**config.mk**
```make
export PLATFORM = sky130hd
export DESIGN_NAME = booth_r4_control_unit
export DESIGN_NICKNAME = d
export VERILOG_FILES = /design/src/rtl/booth_r4_control_unit.sv
export SDC_FILE = /design/constraint.sdc
export NUM_CORES = 1
export LEC_CHECK = 0
export ABC_AREA = 1
export CAP_MARGIN = 20
export CELL_PAD_IN_SITES_DETAIL_PLACEMENT = 0
export CELL_PAD_IN_SITES_GLOBAL_PLACEMENT = 1
export CORE_ASPECT_RATIO = 0.9
export CORE_MARGIN = 1
export CORE_UTILIZATION = 39
export CTS_BUF_LIST = sky130_fd_sc_hd__clkbuf_8
export CTS_CLUSTER_DIAMETER = 80
export DETAILED_ROUTE_END_ITERATION = 10
export PLACE_DENSITY_LB_ADDON = 0.1
export REMOVE_ABC_BUFFERS = 1
export SYNTH_ARGS = -nofsm -noshare
export SYNTH_HDL_FRONTEND = slang
export SYNTH_SLANG_ARGS = --single-unit
export TNS_END_PERCENT = 5
```
**constraint.sdc**
```tcl
create_clock -name CLOCK -period 1.75 [get_ports CLOCK]
set_clock_uncertainty 0.05 [all_clocks]
set_input_delay 0.35 -clock CLOCK [delete_from_list [all_inputs] [get_ports CLOCK]]
set_output_delay 0.35 -clock CLOCK [all_outputs]
set_load 0.005 [all_outputs]
```
**src/rtl/booth_r4_control_unit.sv**
```systemverilog
// Moore sequencer for the radix-4 Booth add-and-shift multiplier datapath.
// Strobes are registered copies of the decode of the next state, so every
// output is a flop with no combinational path from start or control.
module booth_r4_control_unit #(
  parameter int unsigned size = 8
) (
  input  logic       CLOCK,
  input  logic       RESET,
  input  logic       start,
  input  logic [2:0] control,
  output logic       shifter_HI_shift_enable,
  output logic       shifter_HI_load_enable,
  output logic       shifter_HI_clear,
  output logic       shifter_LO_shift_enable,
  output logic       shifter_LO_load_enable,
  output logic       shifter_LO_clear,
  output logic       register_M_enable,
  output logic       register_M_clear,
  output logic       register_X_enable,
  output logic       register_X_clear,
  output logic       adder_enable,
  output logic [1:0] adder_mode,
  output logic       busy,
  output logic       done
);

  // size must be even and >= 2; one iteration retires two multiplier bits
  localparam int unsigned ITERS = size / 2;
  localparam int unsigned CNT_W = (ITERS < 2) ? 1 : $clog2(ITERS + 1);
  localparam int unsigned REP_W = 2;

  localparam logic [1:0] MODE_PASS = 2'b00;
  localparam logic [1:0] MODE_ADD  = 2'b01;
  localparam logic [1:0] MODE_SUB  = 2'b10;

  typedef enum logic [2:0] {
    S_IDLE  = 3'd0,
    S_LOAD  = 3'd1,
    S_EVAL  = 3'd2,
    S_ADD   = 3'd3,
    S_WRHI  = 3'd4,
    S_SHIFT = 3'd5,
    S_DONE  = 3'd6
  } state_t;

  state_t             state_q, state_d;
  logic [CNT_W-1:0]   cnt_q, cnt_d;
  logic [1:0]         op_mode_q, op_mode_d;
  logic [REP_W-1:0]   reps_q, reps_d;
  logic [1:0]         rec_mode;
  logic [REP_W-1:0]   rec_reps;

  logic hi_shift_d, hi_load_d, hi_clear_d;
  logic lo_shift_d, lo_load_d, lo_clear_d;
  logic m_en_d, m_clear_d, x_en_d, x_clear_d;
  logic add_en_d, busy_d, done_d;
  logic [1:0] add_mode_d;

  // State, iteration bookkeeping and registered strobes
  always_ff @(posedge CLOCK or negedge RESET) begin
    if (!RESET) begin
      state_q                 <= S_IDLE;
      cnt_q                   <= '0;
      op_mode_q               <= MODE_PASS;
      reps_q                  <= '0;
      shifter_HI_shift_enable <= 1'b0;
      shifter_HI_load_enable  <= 1'b0;
      shifter_HI_clear        <= 1'b0;
      shifter_LO_shift_enable <= 1'b0;
      shifter_LO_load_enable  <= 1'b0;
      shifter_LO_clear        <= 1'b0;
      register_M_enable       <= 1'b0;
      register_M_clear        <= 1'b0;
      register_X_enable       <= 1'b0;
      register_X_clear        <= 1'b0;
      adder_enable            <= 1'b0;
      adder_mode              <= MODE_PASS;
      busy                    <= 1'b0;
      done                    <= 1'b0;
    end else begin
      state_q                 <= state_d;
      cnt_q                   <= cnt_d;
      op_mode_q               <= op_mode_d;
      reps_q                  <= reps_d;
      shifter_HI_shift_enable <= hi_shift_d;
      shifter_HI_load_enable  <= hi_load_d;
      shifter_HI_clear        <= hi_clear_d;
      shifter_LO_shift_enable <= lo_shift_d;
      shifter_LO_load_enable  <= lo_load_d;
      shifter_LO_clear        <= lo_clear_d;
      register_M_enable       <= m_en_d;
      register_M_clear        <= m_clear_d;
      register_X_enable       <= x_en_d;
      register_X_clear        <= x_clear_d;
      adder_enable            <= add_en_d;
      adder_mode              <= add_mode_d;
      busy                    <= busy_d;
      done                    <= done_d;
    end
  end

  // Next state, Booth recoding and pass/iteration counters
  always_comb begin
    state_d   = state_q;
    cnt_d     = cnt_q;
    op_mode_d = op_mode_q;
    reps_d    = reps_q;
    rec_mode  = MODE_PASS;
    rec_reps  = '0;

    // +-2M is done as two +-M passes since M has no shift path
    case (control)
      3'b001, 3'b010: begin rec_mode = MODE_ADD; rec_reps = REP_W'(1); end
      3'b011:         begin rec_mode = MODE_ADD; rec_reps = REP_W'(2); end
      3'b100:         begin rec_mode = MODE_SUB; rec_reps = REP_W'(2); end
      3'b101, 3'b110: begin rec_mode = MODE_SUB; rec_reps = REP_W'(1); end
      default:        begin rec_mode = MODE_PASS; rec_reps = '0; end
    endcase

    case (state_q)
      S_IDLE: begin
        if (start) state_d = S_LOAD;
      end
      S_LOAD: begin
        cnt_d   = '0;
        state_d = S_EVAL;
      end
      S_EVAL: begin
        op_mode_d = rec_mode;
        reps_d    = rec_reps;
        state_d   = (rec_reps == '0) ? S_SHIFT : S_ADD;
      end
      S_ADD: begin
        state_d = S_WRHI;
      end
      S_WRHI: begin
        reps_d  = reps_q - REP_W'(1);
        state_d = (reps_q == REP_W'(1)) ? S_SHIFT : S_ADD;
      end
      S_SHIFT: begin
        cnt_d   = cnt_q + CNT_W'(1);
        state_d = (cnt_q == CNT_W'(ITERS - 1)) ? S_DONE : S_EVAL;
      end
      S_DONE: begin
        state_d = S_IDLE;
      end
      default: begin
        state_d = S_IDLE;
      end
    endcase
  end

  // Strobe decode of the state being entered
  always_comb begin
    hi_shift_d = 1'b0;
    hi_load_d  = 1'b0;
    hi_clear_d = 1'b0;
    lo_shift_d = 1'b0;
    lo_load_d  = 1'b0;
    lo_clear_d = 1'b0;
    m_en_d     = 1'b0;
    m_clear_d  = 1'b0;
    x_en_d     = 1'b0;
    x_clear_d  = 1'b0;
    add_en_d   = 1'b0;
    add_mode_d = MODE_PASS;
    busy_d     = (state_d != S_IDLE);
    done_d     = 1'b0;

    case (state_d)
      S_LOAD: begin
        lo_load_d  = 1'b1;
        m_en_d     = 1'b1;
        hi_clear_d = 1'b1;
        x_clear_d  = 1'b1;
      end
      S_ADD: begin
        add_en_d   = 1'b1;
        add_mode_d = op_mode_d;
      end
      S_WRHI: begin
        hi_load_d = 1'b1;
      end
      S_SHIFT: begin
        hi_shift_d = 1'b1;
        lo_shift_d = 1'b1;
        x_en_d     = 1'b1;
      end
      S_DONE: begin
        done_d = 1'b1;
      end
      default: begin
      end
    endcase
  end

endmodule
```
# Yosys cells after proc, flatten, opt, wreduce, memory -nomap -nowiden
# Index checks and enable logic that the tools add are counted.
[word_totals]
ff_bits = 18
output_inout_bits = 15
elab_cells = 56
[classes]
muxes = 16
reduce_logical = 9
n_eq_ne = 18
n_addsub = 2
[op_table]
columns = ["cell", "count"]
rows = [
  ["3-bit equality test (second input constant)", 8],
  ["3-bit by 2-bit equality test with 1-bit output (second input constant)", 6],
  ["3-bit case mux with 6 select lines", 1],
  ["3-bit 2-to-1 mux", 4],
  ["2-bit case mux with 2 select lines", 3],
  ["3-bit by 1-bit equality test with 1-bit output (second input constant)", 3],
  ["3-bit case mux with 2 select lines", 1],
  ["3-bit OR reduction", 2],
  ["1-bit 2-to-1 mux", 5],
  ["2-bit 2-to-1 mux", 2],
  ["2-bit nonzero test", 2],
  ["4-bit OR reduction", 1],
  ["3-bit by 1-bit adder with 3-bit output (second input constant)", 1],
  ["3-bit zero test", 1],
  ["3-bit nonzero test", 1],
  ["2-bit by 1-bit equality test with 1-bit output (second input constant)", 1],
  ["2-bit zero test", 1],
  ["2-bit OR reduction", 1],
  ["2-bit by 1-bit subtractor with 2-bit output (second input constant)", 1],
]

# Longest topological paths before layout
# Gate-level depths: netlist (run 1).
[logic_depth]
word_depth = 8
depth_mapped = 9

# Least setup slack after synthesis (run 1)
# No wires, ideal clock.
[synth_timing]
path_kind = "input to register"
start = "in control[0]"
end = "reg busy"
arrival_ps = 1126
setup_slack_ps = 454
t_required_ps = 1581
cell_stages = 8
setup_ps = 119
n_path_buf = 0
cell_sequence = "inv_1 > ha_1 > inv_1 > nand3_1 > nand2_2 > nand2_2 > nor2_1 > nand2_2"
[synth_via]
elab_chain_cells = 7
[synth_rtl]
columns = ["item", "line", "source"]
rows = [
  ["start: declaration", "10", "input logic [2:0] control,"],
  ["3-bit equality test (tied with other cells)", "112", "case (control)"],
  ["4-bit OR reduction (no line) / 2-bit OR reduction (equally long branches)", "-", ""],
  ["2-bit case mux with 2 select lines (*)", "112", ""],
  ["2-bit zero test (*)", "131", "state_d = (rec_reps == '0) ? S_SHIFT : S_ADD;"],
  ["3-bit 2-to-1 mux (*)", "131", ""],
  ["3-bit case mux with 6 select lines (*)", "120", "case (state_q)"],
  ["via state_d[1]", "46", "state_t state_q, state_d;"],
  ["3-bit nonzero test (*)", "167", "busy_d = (state_d != S_IDLE);"],
  ["via busy_d", "56", "logic add_en_d, busy_d, done_d;"],
  ["end signal: assignment", "97", "busy <= busy_d;"],
  ["end: declaration", "23", "output logic busy,"],
]
# Mark *: on every way through the listed nets, which the timed path passes. The rest lies on a longest branch.
# A chain may end at the register's enable or synchronous reset.

# Worst setup path in the final report (run 1)
# Same ends and word-level chain as after synthesis.

==> reports/summary.txt, run 1 <==
CP Capture Type: register
Avg Cell Area, Syn: 9.09 um2
Number of fill cells in the layout: 210
Post-synth cell types: 24
Most frequent cells in the layout: 19 x nand2_1, 18 x dfrtp_1, 18 x clkdlybuf4s50_1, 13 x inv_1, 8 x nand2_2
Top-area cell type share of the netlist area: 0.463
Worst R2R Path Depth: 5
Die ar.: 0.00270 mm2
Multi-input gate area: 394 um2
Type of the most critical hold path: in2async
Register area: 450 um2
Total Power: 1.86 mW
Final-report max-slew violation count: 0
Vias in the first global route: 682
CORE AREA: 0.00226 mm2
Power Dens Cells: 1530 mW/mm2
Worst Setup Slack, final: 0.131 ns
Crit-path max cell delay: 0.47 ns
Setup Fix Bufs, Post-CTS: 0
Cts hold-fix bufs: 0
Net count, final: 140
Final HPWL DP: 1260 um
Share of post-route cells with drive strength above 1: 0.222
Crit-path cells: clkdlybuf4s50_1, inv_1, ha_1, inv_1, nand3_1, nand2_2, nand2_2, nor2_1, nand2_2
Area growth from synthesis to layout: 24.6%
Residual DRC: 0
Pleak: 0.640 nW
Cell area after layout: 0.00121 mm2
Mapped cell area: 972 um2
Worst setup SP type: input port
Iter 0 DRT Violations: 4
Post-cts sizing count: 0
WP data required: 1.84 ns
Clk buf depth: 2
Synth top area cells: dfrtp_1 46%, ha_1 9.0%, nand2_1 7.3%, buf_4 5.4%, nand2_2 5.1%
Max-cap viol count: 0
#FFs+latches synth: 18
Crit-path leading delay family: buffers and inverters
Drt via density: 4.46
Routed WL: 1580 um
Placed cells: 149
Initial antenna violation count: 0
Levels on crit path: 9
Worst skew pair latency: 0.25 ns
Largest net degree at the start of global routing: 19
CP Buf/Inv Count: 3
Die Wd: 54.6 um
Fin cells: 153
Fin. Hold Viols: 0
I/O Buffers: 18
Most common cell on crit path: nand2_2
1st-pass router iterations: 4
Yosys top cell by area: dfrtp_1
Num ports: 21
Fin crit share: 0.925
Critical-path maximum fanout: 3
Fmax: 617 MHz
Via count: 683
Diode count: 0
Gr usage total: 0.149
Post-synthesis sequential area ratio: 0.463
TritonCTS Buffers: 3
Final ANT Viol Nets: 0
Clock root cell: clkbuf_8
Cell Rows: 16
Final Util: 0.535
Pre-CTS setup slack: -0.141 ns
Setup Crit Path Kind: in2reg
Wire per inst: 10.3 um
Endpoints failing setup: 0
Starting density of the core: 0.430
Chip height: 49.4 um
Post-DP Area: 0.00116 mm2
H-tree depth: 1
RSZ-0062 raised after global routing: false
Grt total ovfl: 0
First-pass GRT wire length: 2870 um
WP data arrival: 1.71 ns
Gp weighted congestion: 0.734
VDD IR max: 0.987 mV
CTS clk-pin slew, worst paths: 0.07 ns
Mapped Cells: 107
Minimum clock period: 1.62 ns
CTS tree: yes
Outcome: finished clean
Synth warn: 0
CTS sink cnt: 18
Most common cell after layout, fill and taps aside: nand2_1
Slowest-stage cell, CP: clkdlybuf4s50_1
## cells by family after synthesis
logic type | Yosys count | share of synthesized area
other cells | 1 | 0.00386
simple gates | 44 | 0.233
buf+inv | 26 | 0.135
flops | 18 | 0.463
compound gates | 11 | 0.0746
fa+ha+maj | 7 | 0.0901
## area by class of cell
cell class | count | share of cell area
clock buffer | 4 | 0.0455
inverter | 18 | 0.0558
multi-input combinational | 64 | 0.325
sequential | 18 | 0.372
timing repair buffer | 22 | 0.174
tap | 27 | 0.0279
## report_power, final
group | internal [mW] | total, mW | switching, mW
clock | 0.200 | 0.335 | 0.136
combinational | 0.400 | 0.817 | 0.417
sequential | 0.575 | 0.706 | 0.131
total | 1.17 | 1.86 | 0.684
## path summary, 6_finish.rpt
| check | from | endpoint | slack [ns] |
|---|---|---|---|
| worst max-delay path | control[0] | busy$_DFF_PN0_ | 0.13 |
| worst max register to register | state_q[2]$_DFF_PN0_ | busy$_DFF_PN0_ | 0.41 |
| worst min register to register | cnt_q[0]$_DFFE_PN0P_ | cnt_q[0]$_DFFE_PN0P_ | 0.43 |
| min in group CLOCK | cnt_q[0]$_DFFE_PN0P_ | cnt_q[0]$_DFFE_PN0P_ | 0.43 |
| max in group asynchronous | RESET | adder_mode[1]$_DFF_PN0_ | 1.09 |
| worst min-delay path | RESET | cnt_q[2]$_DFFE_PN0P_ | 0.36 |
## flip-flops by register name (all words and copies together), names as in the netlist
signal and flops:
reps_q 2, done 1, adder_enable 1, shifter_HI_load_enable 1, adder_mode 2, register_X_clear 1
register_X_enable 1, cnt_q 3, op_mode_q 2, busy 1, state_q 3
## stage by stage
| step | hold WS (ns) | setup TNS [ns] |
|---|---|---|
| final | 0.362 | 0 |
| after floorplan | 0.00441 | 0 |
| after CTS | 0.372 | 0 |
| after global routing | 0.404 | 0 |
| after detailed placement | 0.427 | -0.456 |
| after global placement | 0.418 | -0.328 |
## cells in the mapped netlist
| master | n |
|---|---|
| a21boi_1 | 1 |
| a21oi_1 | 1 |
| buf_4 | 7 |
| buf_6 | 1 |
| conb_1 | 1 |
| dfrtp_1 | 18 |
| ha_1 | 7 |
| inv_1 | 13 |
| inv_2 | 5 |
| nand2_1 | 19 |
| nand2_2 | 8 |
| nand3_1 | 4 |
| nand3_2 | 1 |
| nor2_1 | 6 |
| nor2_2 | 3 |
| nor2_4 | 1 |
| nor3_4 | 1 |
| o211a_1 | 1 |
| o211ai_1 | 1 |
| o21ai_0 | 3 |
| o21ai_1 | 2 |
| o21bai_2 | 1 |
| o22ai_1 | 1 |
| or2_1 | 1 |
## worst register-to-register path: stages (launching register included)
cell and delay, ns:
dfrtp_1 0.59, inv_1 0.11, nand2_1 0.17, o21bai_2 0.11, nor2_4 0.13, nand2_2 0.06
## routing by layer
layer | share of wire | GRT usage
met5 | 0 | 0
met2 | 0.45 | 0.223
met4 | 0.0063 | 0.0641
met3 | 0.047 | 0.0374
met1 | 0.50 | 0.198
Power figures use the tool's default switching activity.
==> inputs of run 2 (changes only) <==
--- a/config.mk
+++ b/config.mk
@@ -11,8 +11,8 @@
 export CELL_PAD_IN_SITES_GLOBAL_PLACEMENT = 1
 export CORE_ASPECT_RATIO = 0.9
 export CORE_MARGIN = 1
-export CORE_UTILIZATION = 39
-export CTS_BUF_LIST = sky130_fd_sc_hd__clkbuf_8
+export CORE_UTILIZATION = 37
+export CTS_BUF_LIST = sky130_fd_sc_hd__clkbuf_16
 export CTS_CLUSTER_DIAMETER = 80
 export DETAILED_ROUTE_END_ITERATION = 10
 export PLACE_DENSITY_LB_ADDON = 0.1
==> run 2 against run 1 <==
Compared with the run above: via count is 1.6% higher; first-iteration DRC count grew to 3.3 times the previous value; global-route usage is 0.12 points lower; largest power group unchanged; maximum frequency is 0.42% lower; total power is 7.6% higher; non-clock buffer count is 2 higher; register-to-register slack worse by 0.02 ns; cell count is 2.0% higher; die area is 5.2% higher; flip-flop and latch count stayed put; worst setup slack worse by 0.0068 ns; sequential share of layout area is 1.2 points lower; critical endpoint unchanged.
==> reports/summary.txt, run 2 (synthesized netlist as in run 1, its figures left out) <==
Type of the most critical hold path: in2async
CTS clk-pin slew, worst paths: 0.05 ns
WP data required: 1.84 ns
Fin crit share: 0.929
Outcome: finished clean
Clk buf depth: 2
Cell Rows: 17
Gr usage total: 0.148
Diode count: 0
Cts hold-fix bufs: 0
Worst setup SP type: input port
Fmax: 615 MHz
Cell area after layout: 0.00125 mm2
Final HPWL DP: 1350 um
First-pass GRT wire length: 3080 um
CTS tree: yes
Clock Power Share: 0.231
CTS sink cnt: 18
WHS: 0.371 ns
Power Dens Cells: 1600 mW/mm2
Grt total ovfl: 0
H-tree depth: 1
Area growth from synthesis to layout: 28.7%
Endpoints failing setup: 0
Minimum clock period: 1.63 ns
Clock root cell: clkbuf_16
Pleak: 0.659 nW
Iter 0 DRT Violations: 13
Share of post-route cells with drive strength above 1: 0.227
Largest net degree at the start of global routing: 19
Int Pwr: 1.28 mW
Setup Crit Path Kind: in2reg
Combinational fraction of design power: 0.418
Vias in the first global route: 669
Starting density of the core: 0.394
Sequential share of power: 0.352
1st-pass router iterations: 2
Sw power: 717 uW
Largest regs: cnt_q: 3 flops, state_q: 3 flops
Die ar.: 0.00284 mm2
Post-DP Area: 0.00117 mm2
Via count: 694
Critical-path maximum fanout: 3
RSZ-0062 raised after global routing: false
Worst Setup Slack, final: 0.124 ns
VDD IR max: 0.988 mV
I/O Buffers: 18
Final ANT Viol Nets: 0
Sw frac: 0.359
Pre-CTS setup slack: -0.130 ns
Routed WL: 1760 um
Setup Fix Bufs, Post-CTS: 0
Max-cap viol count: 0
Num ports: 21
Die Wd: 56.0 um
Initial antenna violation count: 0
Fin cells: 156
Chip height: 50.6 um
Gp weighted congestion: 0.805
TritonCTS Buffers: 3
Wire per inst: 11.3 um
Most frequent cells in the layout: 19 x nand2_1, 18 x dfrtp_1, 18 x clkdlybuf4s50_1, 13 x inv_1, 8 x nand2_2
Final Util: 0.507
CP Capture Type: register
Post-cts sizing count: 0
WP data arrival: 1.72 ns
Net count, final: 142
Drt via density: 4.45
Residual DRC: 0
Placed cells: 152
RR Startpoint: state_q[2]$_DFF_PN0_
CORE AREA: 0.00247 mm2
Final-report max-slew violation count: 0
CP startpoint: control[0]
Fin. Hold Viols: 0
Worst skew pair latency: 0.25 ns
Most common cell after layout, fill and taps aside: nand2_1
[run 2: per-layer routing]
layer | up-vias | global-route usage | wire [um]
met5 | - | 0 | 0
met4 | 0 | 0.0650 | 16
met3 | 2 | 0.0412 | 58
met2 | 15 | 0.222 | 791
met1 | 316 | 0.199 | 895
li1 | 361 | - | -
[run 2: stage by stage]
stage	power (mW)	TNS (ns)
6_report	2.00	0
5_1_grt	2.16	0
4_1_cts	2.03	0
3_5_place_dp	1.55	-0.638
3_3_place_gp	1.54	-0.499
2_1_floorplan	1.19	0
[run 2: final timing paths]
check	endpoint	slack [ns]	cells past startpoint
worst max-delay path	busy$_DFF_PN0_	0.12	9
worst max register to register	adder_mode[1]$_DFF_PN0_	0.39	5
worst min register to register	cnt_q[0]$_DFFE_PN0P_	0.44	1
max in group asynchronous	op_mode_q[0]$_DFF_PN0_	1.08	2
min in group CLOCK	cnt_q[0]$_DFFE_PN0P_	0.44	1
worst min-delay path	reps_q[0]$_DFFE_PN0N_	0.37	2
[run 2: layout make-up]
type,count,area [um2]
Fill cell,225,1220
Clock buffer,3,75.1
Tap cell,28,35.0
Sequential cell,18,450
Clock inverter,1,3.75
Inverter,18,67.6
Timing Repair Buffer,24,225
Multi-Input combinational cell,64,394
[run 2: critical path: stages]
cell and delay, ns:
clkdlybuf4s50_1 0.47, inv_1 0.06, ha_1 0.31, inv_1 0.06, nand3_1 0.12, nand2_2 0.10
nand2_2 0.08, nor2_1 0.11, nand2_2 0.05
[run 2: power by group through the flow]
stage	registers [mW]	clock network, mW	logic [mW]
4_1_cts	0.706	0.477	0.847
3_3_place_gp	0.704	0	0.832
5_1_grt	0.726	0.499	0.936
3_5_place_dp	0.710	0	0.843
6_report	0.703	0.461	0.835
2_1_floorplan	0.706	0	0.481
==> inputs of run 3 (changes only) <==
--- a/config.mk
+++ b/config.mk
@@ -15,6 +15,7 @@
 export CTS_BUF_LIST = sky130_fd_sc_hd__clkbuf_16
 export CTS_CLUSTER_DIAMETER = 80
 export DETAILED_ROUTE_END_ITERATION = 10
+export GPL_TIMING_DRIVEN = 0
 export PLACE_DENSITY_LB_ADDON = 0.1
 export REMOVE_ABC_BUFFERS = 1
 export SYNTH_ARGS = -nofsm -noshare
==> run 3 against run 2 <==
Compared with the run above: highest routed layer unchanged; die area did not move; global-route usage fell by 0.71 points; critical path depth stayed put; clock power fell by 1%; total power is 1.2% lower; wire length is 6.2% lower; first-iteration DRC count stayed put; count of clock-buffer cells in the layout unchanged; critical path type unchanged; sequential power hardly changed; cell count is 3.8% lower; non-clock buffer count shrank 6; hold slack gained 0.059 ns.
==> reports/summary.txt, run 3 (synthesized netlist as in run 1, its figures left out) <==
Most common cell after layout, fill and taps aside: nand2_1
Crit-path max cell delay: 0.50 ns
Flop-to-flop setup slack: 0.38 ns
WP data arrival: 1.71 ns
Crit-path cells: clkdlybuf4s50_1, inv_1, ha_1, inv_1, nand3_2, nand2_2, nand2_2, nor2_1, nand2_2
Net count, final: 136
Iter 0 DRT Violations: 13
CORE AREA: 0.00247 mm2
VDD IR max: 1.01 mV
Pleak: 0.643 nW
Cts hold-fix bufs: 0
Gp weighted congestion: 0.778
Max-cap viol count: 0
Worst Tran Pin Value: 0.813 ns
Final HPWL DP: 1270 um
Largest regs: cnt_q: 3 flops, state_q: 3 flops
Min-delay src: cnt_q[0]$_DFFE_PN0P_
End of the worst hold path: cnt_q[0]$_DFFE_PN0P_
Largest net degree at the start of global routing: 19
Worst skew pair latency: 0.25 ns
Vias in the first global route: 652
CTS clk-pin slew, worst paths: 0.05 ns
Setup Fix Bufs, Post-CTS: 0
Worst setup SP type: input port
Drt via density: 4.43
Crit-path leading delay family: buffers and inverters
Outcome: finished clean
Cell Rows: 17
Clock root cell: clkbuf_16
Post-DP Area: 0.00113 mm2
RSZ-0062 raised after global routing: false
Worst R2R Path Depth: 5
Levels on crit path: 9
CTS sink cnt: 18
Gr usage total: 0.141
Chip height: 50.6 um
Slowest-stage cell, CP: clkdlybuf4s50_1
Fin crit share: 0.924
Residual DRC: 0
Minimum clock period: 1.62 ns
Hold path depth: 1
Worst Setup Slack, final: 0.134 ns
Cell area after layout: 0.00121 mm2
Power Dens Cells: 1630 mW/mm2
Diode count: 0
Endpoints failing setup: 0
Worst r2r dst: adder_mode[1]$_DFF_PN0_
Fin. Hold Viols: 0
Fmax: 619 MHz
I/O Buffers: 18
Type of the most critical hold path: reg2reg
Num ports: 21
H-tree depth: 1
Final Util: 0.492
Routed WL: 1650 um
Area growth from synthesis to layout: 24.8%
Via count: 664
Number of fill cells in the layout: 249
Share of post-route cells with drive strength above 1: 0.197
Critical-path maximum fanout: 3
CP Capture Type: register
Die Wd: 56.0 um
Max-slew headroom: 0.456
Starting density of the core: 0.394
Die ar.: 0.00284 mm2
WP data required: 1.84 ns
CP Buf/Inv Count: 3
Wire per inst: 11.0 um
Most common cell on crit path: nand2_2
Most frequent cells in the layout: 19 x nand2_1, 18 x dfrtp_1, 17 x clkdlybuf4s50_1, 13 x inv_1, 8 x nand2_2
TritonCTS Buffers: 3
Setup TNS: 0 ns
Final ANT Viol Nets: 0
Initial antenna violation count: 0
Pre-CTS setup slack: -0.219 ns
First-pass GRT wire length: 2980 um
CTS tree: yes
Clk buf depth: 2
Setup Crit Path Kind: in2reg
1st-pass router iterations: 2
Final-report max-slew violation count: 0
RR Startpoint: state_q[2]$_DFF_PN0_
Grt total ovfl: 0
run 3: changes by cell type in the layout (fill, tap and decap cells not counted):
cell	change
nand3_1	-1
dlymetal6s2s_1	+1
buf_4	-6
nand3_2	+1
clkdlybuf4s50_1	-1
run 3: where the power goes:
group / internal, mW / switching [mW] / total, mW
clock network: 0.304 / 0.153 / 0.456
registers: 0.576 / 0.127 / 0.703
logic: 0.396 / 0.419 / 0.815
run 3: what timing repair did:
action | 4_1_cts | 5_1_grt
endpoints found under the setup margin | 0 | 5
resized for setup | 0 | 2
hold endpoints to repair | 0 | 0
run 3: how the worst max path moves through the flow:
stage | startpoint | end | slack (ns)
2_1_floorplan | control[0] | busy$_DFF_PN0_ | 0.45
4_1_cts | control[0] | busy$_DFF_PN0_ | 0.05
5_1_grt | control[1] | busy$_DFF_PN0_ | 0.02
3_3_place_gp | control[0] | busy$_DFF_PN0_ | -0.20
3_5_place_dp | control[0] | busy$_DFF_PN0_ | -0.22
6_report | control[1] | busy$_DFF_PN0_ | 0.13
run 3: worst register-to-register path: stages (launching register included):
cell and delay [ns]:
dfrtp_1 0.52, nor3_4 0.36, nand2_2 0.12, nand2_2 0.10, nand2_2 0.06, nor2_1 0.09
run 3: layout make-up:
type | count | area [um2] | share of cell area
clock buffers | 3 | 75.1 | 0.0619
clock inverters | 1 | 3.75 | 0.00309
inverters | 18 | 67.6 | 0.0557
multi-input cells | 64 | 399 | 0.329
flip-flops and latches | 18 | 450 | 0.371
well taps | 28 | 35.0 | 0.0289
repair buffers | 18 | 183 | 0.151
run 3: per-layer routing:
| metal | vias to the layer above | wire length (um) | GRT usage |
|---|---|---|---|
| li1 | 348 | - | - |
| met1 | 299 | 850 | 0.185 |
| met2 | 15 | 689 | 0.204 |
| met3 | 2 | 103 | 0.0644 |
| met4 | 0 | 9 | 0.0488 |
| met5 | - | 0 | 0 |
run 3: stage by stage:
step	power, mW	instances	hold WS, ns
after floorplan	1.19	100	0.00441
after global placement	1.52	146	0.419
after detailed placement	1.53	146	0.424
after CTS	2.00	150	0.432
after global routing	2.13	150	0.460
final	1.97	150	0.430
